--- config.mk ---
export PLATFORM = sky130hd
export DESIGN_NAME = guess_game_ctrl
export DESIGN_NICKNAME = d
export VERILOG_FILES = /design/src/rtl/guess_game_ctrl.sv
export SDC_FILE = /design/constraint.sdc
export NUM_CORES = 1
export LEC_CHECK = 0
export BUFFER_PORTS_ARGS = -buffer_cell sky130_fd_sc_hd__buf_2
export CORE_AREA = 4 4 51 53
export CTS_CLUSTER_DIAMETER = 200
export DETAILED_ROUTE_END_ITERATION = 8
export DIE_AREA = 0 0 55 57
export MAX_ROUTING_LAYER = met4
export PLACE_DENSITY = 0.68
export SLEW_MARGIN = 20
export SYNTH_ARGS = -nofsm -noshare
export SYNTH_HDL_FRONTEND = slang
export SYNTH_SLANG_ARGS = --single-unit
--- constraint.sdc ---
create_clock -name clk -period 1.5 [get_ports clk]
set_input_delay 0.075 -clock clk [delete_from_list [all_inputs] [get_ports clk]]
set_output_delay 0.075 -clock clk [all_outputs]
set_load 0.05 [all_outputs]
--- src/rtl/guess_game_ctrl.sv ---
// Guessing-game controller: holds a secret, presents each guess and the secret
// to an external magnitude comparator, samples its EQ/GT/LT flags one cycle
// later, and reports hints, the attempt count and the WIN/LOSE outcome.
module guess_game_ctrl #(
  parameter int WIDTH     = 4,
  parameter int MAX_TRIES = 5,
  parameter int TRY_W     = 3
) (
  input  logic             clk,
  input  logic             rst,
  input  logic             load_secret,
  input  logic [WIDTH-1:0] secret_in,
  input  logic             guess_valid,
  input  logic [WIDTH-1:0] guess_in,
  output logic             guess_ready,
  output logic [WIDTH-1:0] cmp_a,
  output logic [WIDTH-1:0] cmp_b,
  input  logic             cmp_eq,
  input  logic             cmp_gt,
  input  logic             cmp_lt,
  output logic             result_valid,
  output logic             hint_hi,
  output logic             hint_lo,
  output logic [TRY_W-1:0] tries,
  output logic             win,
  output logic             lose,
  output logic             err
);

  typedef enum logic [2:0] {
    IDLE    = 3'd0,
    READY   = 3'd1,
    COMPARE = 3'd2,
    WIN     = 3'd3,
    LOSE    = 3'd4
  } state_t;

  localparam logic [TRY_W-1:0] MAX_T = TRY_W'(MAX_TRIES);

  state_t           state_q, state_d;
  logic [WIDTH-1:0] cmp_a_q, cmp_a_d;
  logic [WIDTH-1:0] cmp_b_q, cmp_b_d;
  logic [TRY_W-1:0] tries_q, tries_d;
  logic             result_valid_q, result_valid_d;
  logic             hint_hi_q, hint_hi_d;
  logic             hint_lo_q, hint_lo_d;
  logic             win_q, win_d;
  logic             lose_q, lose_d;
  logic             err_q, err_d;

  logic [TRY_W-1:0] tries_inc;
  logic             flags_onehot;

  assign tries_inc    = tries_q + TRY_W'(1);
  assign flags_onehot = ({cmp_eq, cmp_gt, cmp_lt} == 3'b100) ||
                        ({cmp_eq, cmp_gt, cmp_lt} == 3'b010) ||
                        ({cmp_eq, cmp_gt, cmp_lt} == 3'b001);

  // Next-state and registered-output logic; load_secret overrides everything else.
  always_comb begin
    state_d        = state_q;
    cmp_a_d        = cmp_a_q;
    cmp_b_d        = cmp_b_q;
    tries_d        = tries_q;
    result_valid_d = 1'b0;
    hint_hi_d      = hint_hi_q;
    hint_lo_d      = hint_lo_q;
    win_d          = win_q;
    lose_d         = lose_q;
    err_d          = err_q;

    if (load_secret) begin
      // New game from any state; an in-flight compare is discarded.
      cmp_b_d   = secret_in;
      tries_d   = '0;
      hint_hi_d = 1'b0;
      hint_lo_d = 1'b0;
      win_d     = 1'b0;
      lose_d    = 1'b0;
      err_d     = 1'b0;
      state_d   = READY;
    end else begin
      unique case (state_q)
        READY: begin
          if (guess_valid) begin
            cmp_a_d = guess_in;
            state_d = COMPARE;
          end
        end
        COMPARE: begin
          tries_d        = tries_inc;
          result_valid_d = 1'b1;
          if (flags_onehot) begin
            hint_hi_d = cmp_gt;
            hint_lo_d = cmp_lt;
          end else begin
            // Malformed flags: record the fault and treat the guess as a miss.
            err_d     = 1'b1;
            hint_hi_d = 1'b0;
            hint_lo_d = 1'b0;
          end
          if (flags_onehot && cmp_eq) begin
            win_d   = 1'b1;
            state_d = WIN;
          end else if (tries_inc == MAX_T) begin
            lose_d  = 1'b1;
            state_d = LOSE;
          end else begin
            state_d = READY;
          end
        end
        default: ;  // IDLE waits for a secret; WIN/LOSE hold until reloaded
      endcase
    end
  end

  // State and output registers with synchronous reset.
  always_ff @(posedge clk) begin
    if (rst) begin
      state_q        <= IDLE;
      cmp_a_q        <= '0;
      cmp_b_q        <= '0;
      tries_q        <= '0;
      result_valid_q <= 1'b0;
      hint_hi_q      <= 1'b0;
      hint_lo_q      <= 1'b0;
      win_q          <= 1'b0;
      lose_q         <= 1'b0;
      err_q          <= 1'b0;
    end else begin
      state_q        <= state_d;
      cmp_a_q        <= cmp_a_d;
      cmp_b_q        <= cmp_b_d;
      tries_q        <= tries_d;
      result_valid_q <= result_valid_d;
      hint_hi_q      <= hint_hi_d;
      hint_lo_q      <= hint_lo_d;
      win_q          <= win_d;
      lose_q         <= lose_d;
      err_q          <= err_d;
    end
  end

  assign guess_ready  = (state_q == READY);
  assign cmp_a        = cmp_a_q;
  assign cmp_b        = cmp_b_q;
  assign tries        = tries_q;
  assign result_valid = result_valid_q;
  assign hint_hi      = hint_hi_q;
  assign hint_lo      = hint_lo_q;
  assign win          = win_q;
  assign lose         = lose_q;
  assign err          = err_q;

endmodule

==> results by group, run 1 <==
Synth
  – Number of synthesized register bits: 20
  – Cell Area, Synth: between 800 and 900 um2
  – Mapped Cells: 96
  – Synthesis Warnings: 0
  – Top post-synthesis cells by area: dfxtp_1 48%, a21oi_1 7.2%, o21ai_0 5.4%
  – Mapped Nets: between 100 and 150
  – Yosys top cell by area: dfxtp_1
  – Mean Syn Cell Area: slightly below 9 um2
  – Sequential fraction of the synthesis area: 0.4798
  – Post-synth top area share: 0.4798
  – Cell variety after synth: 23

Power and ir drop
  – Total power draw: 0.0009369 W
  – Leak pwr: 0.5006 nW
  – Power Dens Cells: approximately 840 nW/um2
  – Max IR drop VDD: about 0.00055 V

Clock tree
  – Hold_buf cts: 0
  – CTS Buf Count: 3
  – CTS tree: done
  – H-tree depth: 1
  – Max Buffers Root-to-Sink: 2
  – CTS sink count: 20
  – Clock Root Buffer: clkbuf_4
  – Clock transition at path regs: roughly 0.10 ns
  – Clock Latency Late Sink: around 0.28 ns

Floorplanning
  – Die width: 55 um
  – Die area: 3135 um2
  – Die H: between 50 and 60 um
  – CORE AREA: 2148 um2
  – # rows: 17
  – Starting Density: 0.3885
  – # IOs: 33

Placed design
  – Buffers on Ports: 32
  – Gpl congestion: just under 0.8
  – DP HPWL: approximately 1500 um
  – Placed instance area: about 1000 um2

Worst setup path
  – Critical Path Fanout Max: 4
  – Critical path buffers and inverters: 3
  – Setup crit end kind: output port
  – Delay-heaviest family, CP: simple AND/OR/NAND/NOR gates
  – Slowest cell on the critical path: or3b_4
  – Arrival @ worst endpoint: between 1 and 1.5 ns
  – Sequence of cells on the critical path: buf_6 -> or3b_4 -> clkinvlp_4 -> buf_8
  – Setup crit start kind: register
  – Worst path max stage delay: just over 0.4 ns
  – Crit Path Category: register to output port
  – Required time of the critical path: roughly 1.4 ns

Timing
  – Final hold vios: 0
  – Fin crit period: between 1 and 1.5 ns
  – Worst Tran Pin Value: 0.3476 ns
  – Fin. max-slew vios: 0
  – Final setup fails: 0
  – Worst Skew: 0.001903 ns
  – Crit share post-route: 0.9725
  – Worst rel slew slack: 0.7677
  – Min Hold Slack: between 0.02 and 0.03 ns
  – F_max: just under 700 MHz
  – RSZ-0062 raised after global routing: true
  – Setup TNS: 0 ns

Job
  – Max_cap viols: 0

Outcome
  – Outcome: completed

Final layout
  – Final #Nets: about 150
  – Fin util: 0.5178
  – Final instance area: 1112 um2
  – Antenna Diode Count: 0
  – Most common cell after layout, fill and taps aside: buf_2
  – Synth-to-Final Area Change: 33.28%
  – Filler cell count: between 200 and 250
  – Layout cells sized above 1: 0.3985
  – Commonest cells after routing, fill and taps aside: 31 x buf_2, 15 x dfxtp_1, 12 x a21oi_1

Hold path
  – Hold crit path type: input port to register

Routing
  – Post-route DRC violation count: 0
  – Vias per cell: between 4 and 5
  – Vias post-DR: 794
  – Routed WL: about 1900 um
  – TritonRoute pass-1 iters: 2
  – DR WL/cell: 11.83 um
  – Initial drt markers: 6
  – Antenna-violating nets left: 0

GRT
  – First-pass GRT wire length: approximately 3200 um
  – Largest net degree at the start of global routing: 13
  – GR Overflow Total: 0
  – Vias in the first global route: roughly 760
  – Initial antenna violation count: 0
  – Total track usage: 0.1405
-- where the power goes --
part	internal (W)	leakage, nW	switching (W)
sequential	0.000542	0.165	0.00000685
combinational	0.0000585	0.322	0.0000948
clock	0.0000931	0.0138	0.000142
total	0.000694	0.501	0.000243
-- repair_timing --
item / 4_1_cts / 5_1_grt
pin swaps: 0 / 2
resized for setup: 5 / 5
setup endpoints to repair: 2 / 3
setup buffers: 1 / 2
-- state kept, by name, summed over array words and instances (netlist names) --
| signal | flops |
|---|---|
| hint_hi | 1 |
| err | 1 |
| lose | 1 |
| win | 1 |
| hint_lo | 1 |
| cmp_b | 4 |
| result_valid | 1 |
| state_q | 3 |
| tries | 3 |
| cmp_a | 4 |
-- Yosys cell counts --
cell        n
or3_2       1
ha_1        2
xnor2_1     2
nor2b_1     2
a21oi_1    12
nor2_1      9
mux2i_1     4
xor2_1      1
o21ai_0     9
or4b_1      1
dfxtp_1    20
inv_1       6
o211ai_1    1
nand2b_1    1
o2bb2ai_1   1
nand3_1     6
clkbuf_1    3
nor3b_1     2
or3b_1      1
buf_2       1
or2_2       1
nand2_1     7
or3b_2      3
-- logic make-up (layout without fill, tap and decap cells) --
| family | Yosys count | count (layout) | share of synthesized area |
|---|---|---|---|
| compound gates | 23 | 23 | 0.1454 |
| xor+xnor | 3 | 3 | 0.03149 |
| fa+ha+maj | 2 | 2 | 0.02998 |
| buf+inv | 10 | 47 | 0.04647 |
| flops | 20 | 20 | 0.4798 |
| mux | 4 | 4 | 0.04798 |
| simple gates | 34 | 34 | 0.2189 |
-- cell type report --
cell class / instances / area, um2 / share of cell area
flip-flops and latches: 20 / 409.1 / 0.3678
well taps: 28 / 35.03 / 0.03150
inverters: 6 / 26.28 / 0.02362
repair buffers: 38 / 219.0 / 0.1968
multi-input cells: 66 / 400.4 / 0.3600
clock buffers: 3 / 22.52 / 0.02025
-- worst reg2reg max path, cell delays in order, from the launching register on --
cell     delay (ns)
dfxtp_4        0.38
or3b_4         0.39
or4b_1         0.47
a21oi_1        0.13
-- metrics by stage --
step           cells  setup WS (ns)
2_1_floorplan     96        0.03279
3_3_place_gp     155        0.06947
3_5_place_dp     155        0.04429
4_1_cts          159        0.02393
5_1_grt          161       -0.01481
6_report         161        0.04129
-- path summary, 6_finish.rpt --
check,startpoint,to,slack [ns],depth (start not counted)
max,state_q[1],guess_ready,0.04,4
min,secret_in[3],cmp_b[3],0.03,3
max reg2reg,state_q[2],hint_lo,0.07,3
min reg2reg,err,err,0.46,2
-- routing by layer --
metal	vias to the layer above	wire, um	global-route usage
met5	-	0	-
met4	0	25	0.05208
met3	6	114	0.02350
met2	22	946	0.2348
met1	366	819	0.1640
li1	400	-	-
Power figures use the tool's default switching activity.
==> inputs of run 2 (changes only) <==
--- a/config.mk
+++ b/config.mk
@@ -11,7 +11,7 @@
 export DETAILED_ROUTE_END_ITERATION = 8
 export DIE_AREA = 0 0 55 57
 export MAX_ROUTING_LAYER = met4
-export PLACE_DENSITY = 0.68
+export PLACE_DENSITY_LB_ADDON = 0.12
 export SLEW_MARGIN = 20
 export SYNTH_ARGS = -nofsm -noshare
 export SYNTH_HDL_FRONTEND = slang
==> results by group, run 2 (synthesized netlist as in run 1, its figures left out) <==
Timing
  – Final WS setup: 0.01824 ns (-0.02305 ns)
  – RSZ-0062 raised after global routing: true
  – Worst Tran Pin Value: 0.2857 ns (-0.06191 ns)
  – Worst rel slew slack: 0.8091 (+0.04136)
  – Min Hold Slack: 0.01369 ns (-0.01268 ns)
  – Fin. max-slew vios: 0 (unchanged)
  – Worst Skew: 0.007922 ns (+0.006020 ns)
  – Fin crit period: 1.482 ns (+0.02305 ns)
  – F_max: 674.9 MHz (-1.6%)
  – Final setup fails: 0 (unchanged)
  – Crit share post-route: 0.9878 (+0.01536)
  – Final hold vios: 0 (unchanged)

Power and ir drop
  – Clock power share: 0.307 (+0.057)
  – Switching part of the total: 0.2587 (-0.0009457)
  – Sw Pwr: 0.0002615 W (+7.5%)
  – Gate power share: 0.148 (-0.016)
  – Power Dens Cells: 897.9 nW/um2 (+6.6%)
  – Seq pwr share: 0.545 (-0.041)
  – Leak pwr: 0.5059 nW (+1.1%)
  – Total power draw: 0.001011 W (+7.9%)
  – Max IR drop VDD: 0.0004346 V (-21%)
  – Cell Int Power: 0.0007496 W (+8.1%)

Floorplanning
  – # IOs: 33 (unchanged)
  – CORE AREA: 2148 um2 (unchanged)
  – Die H: 57 um (unchanged)
  – Die area: 3135 um2 (unchanged)
  – Die width: 55 um (unchanged)
  – # rows: 17 (unchanged)
  – Starting Density: 0.3885 (unchanged)

Clock tree
  – Max Buffers Root-to-Sink: 2 (unchanged)
  – Clock Latency Late Sink: 0.30 ns (+0.02 ns)
  – CTS Buf Count: 3 (unchanged)
  – H-tree depth: 1 (unchanged)
  – CTS tree: done
  – CTS sink count: 20 (unchanged)
  – Clock Root Buffer: clkbuf_4
  – Clock transition at path regs: 0.11 ns (about the same)

Final layout
  – Filler cell count: 208 (-4.1%)
  – Most common cell after layout, fill and taps aside: buf_2
  – Synth-to-Final Area Change: 34.93%
  – Antenna Diode Count: 0 (unchanged)
  – FF/Latch Area: 406.6 um2 (-0.61%)
  – Commonest cells after routing, fill and taps aside: 31 x buf_2, 15 x dfxtp_1, 12 x a21oi_1
  – Final #Nets: 152 (unchanged)
  – Multi-input gate area: 400.4 um2 (unchanged)
  – Post-Layout Cell Count: 162 (+0.62%)
  – Layout cells sized above 1: 0.3955 (-0.002974)

Routing
  – TritonRoute pass-1 iters: 3 (+1)
  – Vias per cell: 4.759 (-3.5%)
  – Antenna-violating nets left: 0 (unchanged)
  – Initial drt markers: 10 (+4)
  – DR WL/cell: 11.04 um (-6.7%)
  – Vias post-DR: 771 (-2.9%)
  – Routed WL: 1788 um (-6.1%)
  – Post-route DRC violation count: 0 (unchanged)

Placed design
  – DP HPWL: 1322 um (-11%)
  – Gpl congestion: 0.7270 (-6.5%)
  – Cells after DPL: 156 (+0.65%)
  – Setup WS pre-CTS: 0.02074 ns (-0.02354 ns)
  – Buffers on Ports: 32 (unchanged)

Worst setup path
  – Crit Path Category: register to output port
  – Arrival @ worst endpoint: 1.41 ns (+0.03 ns)
  – Flop2flop setup slack: 0.06 ns (about the same)
  – Worst path max stage delay: 0.42 ns (about the same)
  – Critical R2R Launch: state_q[2]
  – Sequence of cells on the critical path: buf_6 -> or3b_4 -> clkinvlp_4 -> buf_8
  – Critical Path Start: state_q[1]
  – Setup crit end kind: output port
  – R2R depth: 3 (unchanged)
  – Setup crit start kind: register
  – R2r endpoint: hint_lo
  – Critical Path Fanout Max: 5 (+1)
  – Setup crit end: guess_ready
  – Required time of the critical path: 1.42 ns (about the same)
  – Slowest cell on the critical path: or3b_4

GRT
  – Vias in the first global route: 726 (-4.7%)
  – First-pass GRT wire length: 3042 um (-5.6%)
  – GR Overflow Total: 0 (unchanged)
  – Initial antenna violation count: 0 (unchanged)
  – Largest net degree at the start of global routing: 13 (unchanged)
  – Total track usage: 0.1340 (-0.006529)

Hold path
  – Hold crit path type: input port to register

Outcome
  – Outcome: completed

Job
  – Max_cap viols: 0 (unchanged)
run 2: changes by cell type in the layout (fill, tap and decap cells not counted):
cell / before / now
buf_4: 5 / 4
clkbuf_8: 0 / 1
dfxtp_2: 4 / 5
dfxtp_4: 1 / 0
dlygate4sd3_1: 0 / 1
run 2: metal layers:
layer / GRT usage / up-vias / share of wire
met5: - / - / 0
li1: - / 403 / -
met1: 0.1715 / 351 / 0.46
met2: 0.2010 / 15 / 0.47
met3: 0.03133 / 2 / 0.052
met4: 0.05208 / 0 / 0.012
run 2: area by class of cell:
cell class,instances,share of cell area
Clock buffer,4,0.03222
Inverter,6,0.02333
Multi-Input combinational cell,66,0.3556
Sequential cell,20,0.3611
Tap cell,28,0.03111
Timing Repair Buffer,38,0.1967
run 2: stage by stage:
| stage | setup TNS, ns | instance area, um2 | utilization |
|---|---|---|---|
| floorplan | 0 | 840.8 | - |
| global placement | 0 | 1050 | 0.4886 |
| detailed placement | 0 | 1050 | 0.4886 |
| CTS | 0 | 1109 | 0.5160 |
| global route | -0.08377 | 1126 | 0.5242 |
| finish | 0 | 1126 | 0.5242 |
run 2: timing repair:
item,in CTS,in global routing
endpoints found under the hold margin,0,1
pin swaps,0,1
setup endpoints to repair,2,2
hold buffers,0,1
buffers inserted,1,0
gates resized for setup,5,4
run 2: power groups by stage:
stage | Sequential (W) | Clock, W | Combinational [W]
floorplan | 0.000597 | 0 | 0.0000581
global placement | 0.000562 | 0 | 0.000137
detailed placement | 0.000562 | 0 | 0.000137
CTS | 0.000550 | 0.000322 | 0.000148
global route | 0.000553 | 0.000350 | 0.000162
finish | 0.000551 | 0.000310 | 0.000150
run 2: how the worst min path moves through the flow:
| stage | start | to | slack (ns) | depth (start not counted) |
|---|---|---|---|---|
| floorplan | secret_in[0] | cmp_b[0] | 0.22 | 2 |
| detailed placement | secret_in[1] | cmp_b[1] | 0.32 | 3 |
| global placement | secret_in[3] | cmp_b[3] | 0.31 | 3 |
| global route | guess_in[1] | cmp_a[1] | 0.007 | 3 |
| CTS | secret_in[1] | cmp_b[1] | 0.003 | 3 |
| finish | secret_in[3] | cmp_b[3] | 0.01 | 3 |
run 2: worst max-delay path, delay by kind of cell (launching register included):
kind | cells | cell delay [ns]
simple gates | 1 | 0.42
flops | 1 | 0.34
buf+inv | 3 | 0.35
